## config.mk

```make
export PLATFORM = sky130hd
export DESIGN_NAME = hazard_ctrl
export DESIGN_NICKNAME = d
export VERILOG_FILES = /design/src/rtl/hazard_ctrl.sv
export SDC_FILE = /design/constraint.sdc
export NUM_CORES = 1
export LEC_CHECK = 0
export BUFFER_PORTS_ARGS = -buffer_cell sky130_fd_sc_hd__buf_2
export CAP_MARGIN = 0
export CORE_MARGIN = 5
export CORE_UTILIZATION = 30
export CTS_CLUSTER_DIAMETER = 40
export DETAILED_ROUTE_END_ITERATION = 8
export PLACE_DENSITY = 0.67
export SYNTH_ARGS = -nofsm -noshare
export SYNTH_HDL_FRONTEND = slang
export SYNTH_SLANG_ARGS = --single-unit
```

## constraint.sdc

```tcl
create_clock -name CLK -period 3.2 [get_ports CLK]
set_input_delay 0.64 -clock CLK [delete_from_list [all_inputs] [get_ports CLK]]
set_output_delay 0.64 -clock CLK [all_outputs]
set_load 0.01 [all_outputs]
```

## src/rtl/hazard_ctrl.sv

```systemverilog
// hazard_ctrl: pipeline control for the 5-stage RV32I core.
// Arbitrates the ID load-use stall, the EX redirect and the MEM data-memory
// handshake into per-stage register enables and bubble flushes. A watchdog
// on data-memory waits latches a sticky bus error after TIMEOUT_CYCLES.
// Optional performance counters are built when HAZARD_PERF_CNT_EN is
// defined; otherwise the counter ports are tied to zero.
module hazard_ctrl #(
  parameter int TIMEOUT_CYCLES = 255,
  parameter int WAIT_W         = 8,
  parameter int CNT_W          = 32
) (
  input  logic             CLK,
  input  logic             RESET_N,
  input  logic             STALL,
  input  logic             BRANCH_TAKEN,
  input  logic             DMEM_REQ,
  input  logic             DMEM_READY,
  output logic             PC_EN,
  output logic             IF_ID_EN,
  output logic             ID_EX_EN,
  output logic             EX_MEM_EN,
  output logic             IF_ID_FLUSH,
  output logic             ID_EX_FLUSH,
  output logic             MEM_WB_FLUSH,
  output logic             BUS_ERR,
  output logic [CNT_W-1:0] LU_STALL_CNT,
  output logic [CNT_W-1:0] FLUSH_CNT,
  output logic [CNT_W-1:0] MEM_WAIT_CNT
);

  typedef enum logic [2:0] {
    S_INIT,
    S_RUN,
    S_LU_STALL,
    S_MEM_WAIT,
    S_ERROR
  } state_t;

  localparam logic [WAIT_W-1:0] WAIT_LIMIT = WAIT_W'(TIMEOUT_CYCLES);
  localparam logic [WAIT_W-1:0] WAIT_MAX   = '1;

  state_t            state, state_next;
  logic [WAIT_W-1:0] wait_cnt;
  logic              bus_err_q;

  // Hazard decode shared by the next-state, output and counter logic.
  logic in_issue;      // RUN or LU_STALL: the pipe is accepting work
  logic mem_block;     // MEM stage is waiting on data memory
  logic mem_release;   // wait ends: ready, or the request was withdrawn
  logic take_mem;      // priority 1: enter MEM_WAIT
  logic take_branch;   // priority 2: squash IF/ID and ID/EX
  logic take_stall;    // priority 3: load-use bubble (RUN only)
  logic wait_timeout;  // watchdog expiry while waiting

  assign in_issue     = (state == S_RUN) || (state == S_LU_STALL);
  assign mem_block    = DMEM_REQ & ~DMEM_READY;
  assign mem_release  = DMEM_READY | ~DMEM_REQ;
  assign take_mem     = in_issue & mem_block;
  assign take_branch  = in_issue & ~mem_block & BRANCH_TAKEN;
  // LU_STALL ignores STALL: the bubble now in EX cannot raise a second stall.
  assign take_stall   = (state == S_RUN) & ~mem_block & ~BRANCH_TAKEN & STALL;
  assign wait_timeout = (state == S_MEM_WAIT) & ~mem_release & (wait_cnt == WAIT_LIMIT);

  // State register.
  // NOTE: sequential state uses non-blocking (<=) so every flop samples pre-edge values.
  always_ff @(posedge CLK or negedge RESET_N) begin
    if (!RESET_N) state <= S_INIT;
    else          state <= state_next;
  end

  // Next-state logic.
  always_comb begin
    // NOTE: default assignment first so no path through the case infers a latch.
    state_next = state;
    unique case (state)
      S_INIT: state_next = S_RUN;
      S_RUN, S_LU_STALL: begin
        if (take_mem)        state_next = S_MEM_WAIT;
        else if (take_stall) state_next = S_LU_STALL;
        else                 state_next = S_RUN;
      end
      S_MEM_WAIT: begin
        if (mem_release)       state_next = S_RUN;
        else if (wait_timeout) state_next = S_ERROR;
        else                   state_next = S_MEM_WAIT;
      end
      S_ERROR: state_next = S_ERROR;
      default: state_next = S_INIT;
    endcase
  end

  // Mealy outputs: enables and flushes from state plus current requests.
  always_comb begin
    PC_EN        = 1'b0;
    IF_ID_EN     = 1'b0;
    ID_EX_EN     = 1'b0;
    EX_MEM_EN    = 1'b0;
    IF_ID_FLUSH  = 1'b0;
    ID_EX_FLUSH  = 1'b0;
    MEM_WB_FLUSH = 1'b0;
    unique case (state)
      S_INIT, S_ERROR: begin
        IF_ID_FLUSH  = 1'b1;
        ID_EX_FLUSH  = 1'b1;
        MEM_WB_FLUSH = 1'b1;
      end
      S_RUN, S_LU_STALL: begin
        if (take_mem) begin
          MEM_WB_FLUSH = 1'b1;
        end else if (take_branch) begin
          PC_EN       = 1'b1;
          IF_ID_EN    = 1'b1;
          ID_EX_EN    = 1'b1;
          EX_MEM_EN   = 1'b1;
          IF_ID_FLUSH = 1'b1;
          ID_EX_FLUSH = 1'b1;
        end else if (take_stall) begin
          ID_EX_EN    = 1'b1;
          EX_MEM_EN   = 1'b1;
          ID_EX_FLUSH = 1'b1;
        end else begin
          PC_EN     = 1'b1;
          IF_ID_EN  = 1'b1;
          ID_EX_EN  = 1'b1;
          EX_MEM_EN = 1'b1;
        end
      end
      S_MEM_WAIT: begin
        // Frozen until release; redirects and stalls are re-presented later.
        if (mem_release) begin
          PC_EN     = 1'b1;
          IF_ID_EN  = 1'b1;
          ID_EX_EN  = 1'b1;
          EX_MEM_EN = 1'b1;
        end else begin
          MEM_WB_FLUSH = 1'b1;
        end
      end
      default: begin
        IF_ID_FLUSH  = 1'b1;
        ID_EX_FLUSH  = 1'b1;
        MEM_WB_FLUSH = 1'b1;
      end
    endcase
  end

  // Data-memory wait counter: loads 1 on the cycle the wait starts, counts
  // unanswered wait cycles, clears on release, and saturates rather than wraps.
  always_ff @(posedge CLK or negedge RESET_N) begin
    if (!RESET_N) begin
      wait_cnt <= '0;
    end else if (take_mem) begin
      wait_cnt <= WAIT_W'(1);
    end else if (state == S_MEM_WAIT) begin
      if (mem_release)            wait_cnt <= '0;
      else if (wait_cnt != WAIT_MAX) wait_cnt <= wait_cnt + WAIT_W'(1);
    end
  end

  // Sticky bus error: set on watchdog expiry, cleared only by reset.
  always_ff @(posedge CLK or negedge RESET_N) begin
    if (!RESET_N)          bus_err_q <= 1'b0;
    else if (wait_timeout) bus_err_q <= 1'b1;
  end

  assign BUS_ERR = bus_err_q;

`ifdef HAZARD_PERF_CNT_EN
  logic [CNT_W-1:0] lu_stall_cnt_q;
  logic [CNT_W-1:0] flush_cnt_q;
  logic [CNT_W-1:0] mem_wait_cnt_q;

  // Performance counters; they wrap naturally and freeze in ERROR because
  // none of the qualifying events can occur there.
  always_ff @(posedge CLK or negedge RESET_N) begin
    if (!RESET_N) begin
      lu_stall_cnt_q <= '0;
      flush_cnt_q    <= '0;
      mem_wait_cnt_q <= '0;
    end else begin
      if (take_stall)  lu_stall_cnt_q <= lu_stall_cnt_q + CNT_W'(1);
      if (take_branch) flush_cnt_q    <= flush_cnt_q + CNT_W'(1);
      if ((state == S_MEM_WAIT) && !mem_release)
        mem_wait_cnt_q <= mem_wait_cnt_q + CNT_W'(1);
    end
  end

  assign LU_STALL_CNT = lu_stall_cnt_q;
  assign FLUSH_CNT    = flush_cnt_q;
  assign MEM_WAIT_CNT = mem_wait_cnt_q;
`else
  assign LU_STALL_CNT = '0;
  assign FLUSH_CNT    = '0;
  assign MEM_WAIT_CNT = '0;
`endif

endmodule

```

======== Word-level counts from Yosys, hierarchy flattened ========
Index checks and enable logic that the tools add are counted.
storage, ports and cells
  flip-flop bits (word level) ............. 12
  bits of input ports ..................... 6
  output and inout bits ................... 104
  word-level logic and storage cells ...... 57
cells by class
  add/subtract/negate cells ............... 1
  eq/ne operators ......................... 6
  multiplexer cells ....................... 26
  bitwise gates (word level) .............. 15
  reduce and logical (&&, ||, !) cells .... 6
operators with widths
  kind                                                 number
  2-to-1 mux 8 bit                                     4
  2-to-1 mux 1 bit                                     12
  case mux 3 bit (4 select lines)                      1
  case mux 1 bit (2 select lines)                      5
  bitwise AND 1 bit                                    9
  adder 8 x 1 -> 8 bit, second input constant          1
  equality test 8 bit, second input constant           1
  != test 8 bit, second input constant                 1
  equality test 3 x 2 -> 1 bit, second input constant  2
  2-to-1 mux 3 bit                                     2
  NOT 1 bit                                            5
  2-to-1 mux 2 bit                                     2
  equality test 3 x 1 -> 1 bit, second input constant  1
  equality test 3 bit, second input constant           1
  logical NOT 3 bit                                    1
  nonzero test 3 bit                                   1
  AND reduction 2 bit                                  1
  nonzero test 2 bit                                   1
  OR reduction 2 bit                                   1
  logical OR 1 bit                                     1
  OR 1 bit                                             1

======== Logic depth before layout (Yosys ltp) ========
Gate-level depths: netlist of the first run.
  word-level depth ........................ 10
  mapped depth ............................ 7
  gate-level depth less buffers ........... 5

======== Worst setup path after synthesis of the first run ========
Ideal clock, no wire load.
  kind .................................... input-to-output
  start ................................... input DMEM_READY
  end ..................................... output PC_EN
  data arrival time ....................... 1.403 ns
  data required time ...................... 2.560 ns
  slack ................................... 1.157 ns
  cell stages on the path ................. 5
  path buffers ............................ 1
  cells stage by stage .................... nand2b_1 -> nand2_1 -> inv_1 -> and2_1 -> buf_4
on the way
  word-level cells in the longest chain between the ends .. 10
  elaborated cells on any way between the ends .. 15
  those cells by class .................... mux: 5; bitwise: 10
RTL lines
  what                                 line    source
  from (decl)                          17      input logic DMEM_READY,
  NOT 1 bit                            56      assign mem_block = DMEM_REQ & ~DMEM_READY;
  bitwise AND 1 bit                    56
  NOT 1 bit                            59, 61
  bitwise AND 1 bit (3 in series)      61      assign take_stall = (state == S_RUN) & ~mem_block & ~BRANCH_TAKEN & STALL;
  2-to-1 mux 1 bit (3 in series)       --
  case mux 1 bit (2 select lines) (*)  --
  to (decl)                            18      output logic PC_EN,
Mark *: on every way between the ends. The rest lies on a longest branch, timed or not.

======== Worst setup path in the final report of the first run ========
  start ................................... register state[1]
  end ..................................... output IF_ID_EN
on the way
  word-level cells in the longest chain between the ends .. 8
  elaborated cells on any way between the ends .. 15
  those cells by class .................... eq/ne: 3; mux: 4; bitwise: 6; reduce/logical: 2
RTL lines
  what                                 line         source
  from (decl)                          42           state_t state, state_next;
  from (signal assigned)               68           else state <= state_next;
  equality test 3 x 1 -> 1 bit         55, 61, 101
  bitwise AND 1 bit (3 in series)      61
  2-to-1 mux 1 bit                     117          end else if (take_stall) begin
  2-to-1 mux 1 bit                     110          end else if (take_branch) begin
  2-to-1 mux 1 bit                     108          if (take_mem) begin
  case mux 1 bit (2 select lines) (*)  101          unique case (state)
  to (decl)                            19           output logic IF_ID_EN,
Marked as above.

==> results.yml, run 1 <==
die:
  rows: 25
  dieArea_um2: 6576
  die_w_um: 81.10
  core_um2: 4817
  initial_core_util_pct: 31.48
  die_y_um: 81.10
  num_io_pins: 110
yosys:
  yosysMostFrequentCell: "buf_4"
  async_flop_share_pct: 100.0
  synth_area_per_cell_um2: 8.153
  yosys_warnings: 0
  synth_edf_count: 0
  netlist.area_leader.share_pct: 48.51
  netlist_instances: 186
  ys_ff_latch: 12
  yosysSeqAreaShare_pct: 19.80
  synth_top_area_cell: "buf_4"
  synth_area_leaders: "buf_4 (49%), dfrtp_1 (20%), nor3_1 (2.6%), nor2_1 (2.5%), a21oi_1 (2.3%)"
  netlist_area_um2: 1516
  yosysUniqueCellTypes: 37
  synth_flop_cell: "dfrtp_1"
  netlist_top_cells_count: "buf_4 (98), dfrtp_1 (12), nor2_1 (10)"
grt:
  grt_max_degree: 13
  grt_pass1_wl_mm: 3.374
  grt_usage_pct: 6.539
  antenna_found_initial: 0
  grt_overflow: 0
  grt_pass1_vias: 772
pwr:
  switching_share_pct: 36.76
  p_int_uw: 270.8
  pwr-share-seq_pct: 39.2
  p_leak_nw: 0.6931
  pwr-share-comb_pct: 28.9
  ir_drop_v: 0.00009482
  clock_power_share_pct: 32.0
  p_sw_uw: 157.4
  cellPowerDensity_nw_per_um2: 327.2
sta:
  fmax_ghz: 0.4486
  clock-skew-final_ns: 0.0002990
  finalSetupTns_ns: 0
  period_minus_slack_ns: 2.229
  slew_viol_final: 0
  setup_viol: 0
  min_period_over_period_pct: 69.66
  hold_viol: 0
  rsz0062_at_grt: "false"
  hold_ws_ns: 0.2787
placed_design:
  gp_congestion: 0.7568
  dpl-instance-area_um2: 1267
  dp_hpwl_mm: 1.950
  dpl.cell_count: 260
  numPortBuffers: 13
finish:
  areaGrowthSynthToFinish_pct: -13.70
  diodes: 0
  stdcell_count: 263
  fill_cells: 539
  drive_above_1_share_pct: 11.73
  fin_nets: 205
  fin_area_um2: 1309
route:
  drt-wirelength-per-cell_um: 9.084
  drtAntennaViolNets: 0
  drc: 0
  dr.pass1.iters: 4
  dr_total_vias: 932
  first_iter_violations: 98
  routed_wl_mm: 2.389
  viasPerCell: 3.544
clocking:
  cts-root-buf: "clkbuf_8"
  clk_latency_ns: 0.24
  post_cts_buffers: 0
  clkTransAtPathRegs_ns: 0.05
  ctsResizeCount: 0
  hold_buffers: 0
  cts_sinks: 12
  clockBufferDepth: 2
  numCtsBuffers: 3
  htreeDepth: 1
  cts_tree: "done"
setup_path:
  cp_common_cell: "nor2_1"
  endpoint_kind: "output port"
  crit_required_ns: 2.56
  crit_arrival_ns: 1.59
  critPathKind: "flop to output port"
  worst_path_largest_cell_delay_ns: 0.47
  path_max_fanout: 8
  slowest_stage: "dfrtp_1"
  path_cells: "nor2_1 > nor2_1 > nand2_1 > inv_1 > and2_1 > buf_2"
  critPathLaunchType: "flop"
job:
  maxCapViolCount: 0
hold_path:
  hp-class: "input port to async pin"
outcome:
  outcome: "completed"
-- critical path, delay by kind of cell (launching register included) --
| family | cells | cell delay (ns) |
|---|---|---|
| buffers and inverters | 2 | 0.19 |
| and+or+nand+nor | 4 | 0.68 |
| DFF | 1 | 0.47 |
-- state kept, by name, indices dropped and copies added (netlist names) --
signal	cells
BUS_ERR	1
state	3
wait_cnt	8
-- power groups by stage --
| stage | Clock [mW] | Combinational [mW] | Sequential (mW) |
|---|---|---|---|
| floorplan | 0 | 0.192 | 0.166 |
| global placement | 0 | 0.119 | 0.170 |
| detailed placement | 0 | 0.120 | 0.170 |
| CTS | 0.141 | 0.121 | 0.168 |
| global route | 0.149 | 0.141 | 0.169 |
| finish | 0.137 | 0.124 | 0.168 |
-- metal layers --
layer | vias to the layer above | GRT usage (%) | wire length, um
met5 | - | 0 | 0
met4 | 0 | 4.054 | 44
met3 | 4 | 1.552 | 315
met2 | 67 | 10.18 | 1138
met1 | 422 | 8.088 | 890
li1 | 439 | - | -
-- cell usage in the layout, fill, tap and decap left out, types with 3 or more instances in the layout --
cell       n
nand2_1    5
dfrtp_1   12
nor3_1     8
nor2_1    10
a21oi_1    7
nand3_1    5
buf_2     13
clkbuf_8   3
conb_1    96
-- final timing paths --
kind | startpoint | slack, ns | endpoint | cells past startpoint
max | state[1] | 0.97 | IF_ID_EN | 6
min | RESET_N | 0.28 | BUS_ERR | 1
max reg2reg | wait_cnt[0] | 1.56 | wait_cnt[0] | 5
min reg2reg | BUS_ERR | 0.47 | BUS_ERR | 1
max in group asynchronous | RESET_N | 2.70 | state[2] | 1
min in group CLK | BUS_ERR | 0.47 | BUS_ERR | 1
-- cell families after synthesis --
kind of cell	after synthesis	share of synthesized area (%)
AO/OA/AOI/OAI	22	10.73
XOR/XNOR	2	1.155
flip-flops	12	19.80
AND/OR/NAND/NOR	43	15.84
multiplexers	1	0.6601
buffers and inverters	104	50.74
adder cells (fa/ha/maj)	1	0.8250
other	1	0.2473
-- area by class of cell --
| cell class | instances | area, um2 | share of cell area, % |
|---|---|---|---|
| tap | 67 | 83.83 | 6.405 |
| inverter | 2 | 7.507 | 0.5736 |
| multi-input combinational | 165 | 803.3 | 61.38 |
| timing repair buffer | 14 | 72.57 | 5.545 |
| sequential | 12 | 300.3 | 22.94 |
| clock buffer | 3 | 41.29 | 3.155 |
-- stage by stage --
step,total power [mW],utilization [%],setup slack [ns]
6_report,0.4282,27.17,0.9707
5_1_grt,0.4582,27.17,0.8544
3_5_place_dp,0.2904,26.31,0.9884
4_1_cts,0.4298,27.17,0.9623
3_3_place_gp,0.2886,26.31,0.9989
2_1_floorplan,0.3574,-,1.157
No activity file was read; power rests on OpenSTA's default activity.
==> run 2: changes to the inputs <==
- clock period: 3.2 -> 2.2 ns (I/O delays scaled with it)
==> results.yml, run 2 (synthesized netlist as in run 1, its figures left out) <==
setup_path:
  cp_common_cell: "nor2_1"
  r2r_slack_ns: 0.49
  critPathTopFamily: "simple AND/OR/NAND/NOR gates"
  path_cells: "nor2_1 > nor2_1 > nand2_1 > inv_1 > and2_1 > buf_2"
  crit_arrival_ns: 1.57
  cp_num_buf_inv: 2
  regToRegEndpoint: "wait_cnt[0]"
  slowest_stage: "dfrtp_1"
  crit_cells: 6
  path_max_fanout: 8
  worst_path_largest_cell_delay_ns: 0.51
  endpoint_kind: "output port"
  reg2reg_from: "wait_cnt[0]"
  crit_required_ns: 1.76
  crit_end: "IF_ID_EN"
  cp-startpoint: "state[1]"
  critPathLaunchType: "flop"
  r2r_cells: 5
  critPathKind: "flop to output port"
placed_design:
  post-place-ws_ns: 0.4197
  dp_hpwl_mm: 2.009
  numPortBuffers: 13
  gp_congestion: 0.8284
clocking:
  clkTransAtPathRegs_ns: 0.06
  post_cts_buffers: 0
  htreeDepth: 1
  clockBufferDepth: 2
  hold_buffers: 0
  cts-root-buf: "clkbuf_8"
  ctsResizeCount: 0
  clk_latency_ns: 0.24
  cts_sinks: 12
  numCtsBuffers: 3
  cts_tree: "done"
grt:
  grt_usage_pct: 6.630
  antenna_found_initial: 0
  grt_max_degree: 13
  grt_pass1_wl_mm: 3.443
  grt_pass1_vias: 833
  grt_overflow: 0
finish:
  max_flop_register: "wait_cnt"
  largest_reg_flops: 8
  multi_input_area_um2: 803.3
  regArea_um2: 300.3
  diodes: 0
  fill_cells: 537
  areaGrowthSynthToFinish_pct: -13.70
  fin_nets: 205
  drive_above_1_share_pct: 11.73
  layout_common_cells: "conb_1 (96), buf_2 (13), dfrtp_1 (12)"
  mostFrequentLayoutCell: "conb_1"
die:
  die_y_um: 81.10
  num_io_pins: 110
  rows: 25
  dieArea_um2: 6576
  die_w_um: 81.10
  initial_core_util_pct: 31.48
  core_um2: 4817
job:
  maxCapViolCount: 0
sta:
  slew_viol_final: 0
  period_minus_slack_ns: 2.014
  finalSetupTns_ns: 0
  worst_slack_ns: 0.1863
  min_period_over_period_pct: 91.53
  setup_viol: 0
  hold_viol: 0
  rsz0062_at_grt: "false"
  fmax_ghz: 0.4966
  clock-skew-final_ns: 0.006548
route:
  dr.pass1.iters: 4
  drc: 0
  drt-wirelength-per-cell_um: 9.346
  viasPerCell: 3.597
  drtAntennaViolNets: 0
  routed_wl_mm: 2.458
  dr_total_vias: 946
  first_iter_violations: 47
pwr:
  p_leak_nw: 0.6931
  cellPowerDensity_nw_per_um2: 479.7
  ir_drop_v: 0.0001857
  p_total_uw: 627.8
hold_path:
  hp-class: "input port to async pin"
outcome:
  outcome: "completed"
## run 2: layer usage
metal | GRT usage (%) | part of all wire, % | up-vias | wire length, um
li1 | - | - | 443 | -
met1 | 7.882 | 38 | 434 | 943
met2 | 10.59 | 49 | 67 | 1200
met3 | 1.552 | 12 | 2 | 287
met4 | 4.392 | 1.1 | 0 | 27
met5 | 0 | 0 | - | 0
## run 2: final cells by class
cell class              count  area share, %
clock buffers               3          3.155
repair buffers             14          5.545
flip-flops and latches     12          22.94
well taps                  67          6.405
multi-input cells         165          61.38
inverters                   2         0.5736
## run 2: worst min path at each step
| stage | start | end | cells past startpoint |
|---|---|---|---|
| 2_1_floorplan | RESET_N | BUS_ERR | 0 |
| 3_3_place_gp | RESET_N | BUS_ERR | 1 |
| 3_5_place_dp | RESET_N | BUS_ERR | 1 |
| 4_1_cts | RESET_N | BUS_ERR | 1 |
| 5_1_grt | RESET_N | BUS_ERR | 1 |
| 6_report | RESET_N | BUS_ERR | 1 |
## run 2: power by group
part | internal (mW) | switching [mW] | leakage, nW
sequential | 0.229 | 0.0144 | 0.160
clock | 0.121 | 0.0816 | 0.0216
combinational | 0.0442 | 0.138 | 0.512
total | 0.394 | 0.234 | 0.693
## run 2: metrics by stage
stage | cells | util [%] | area (um2) | hold slack (ns)
4_1_cts | 263 | 27.17 | 1309 | 0.08054
5_1_grt | 263 | 27.17 | 1309 | 0.08984
3_3_place_gp | 260 | 26.31 | 1267 | 0.3396
6_report | 263 | 27.17 | 1309 | 0.07092
3_5_place_dp | 260 | 26.31 | 1267 | 0.3412
2_1_floorplan | 281 | - | 1873 | 0.1444
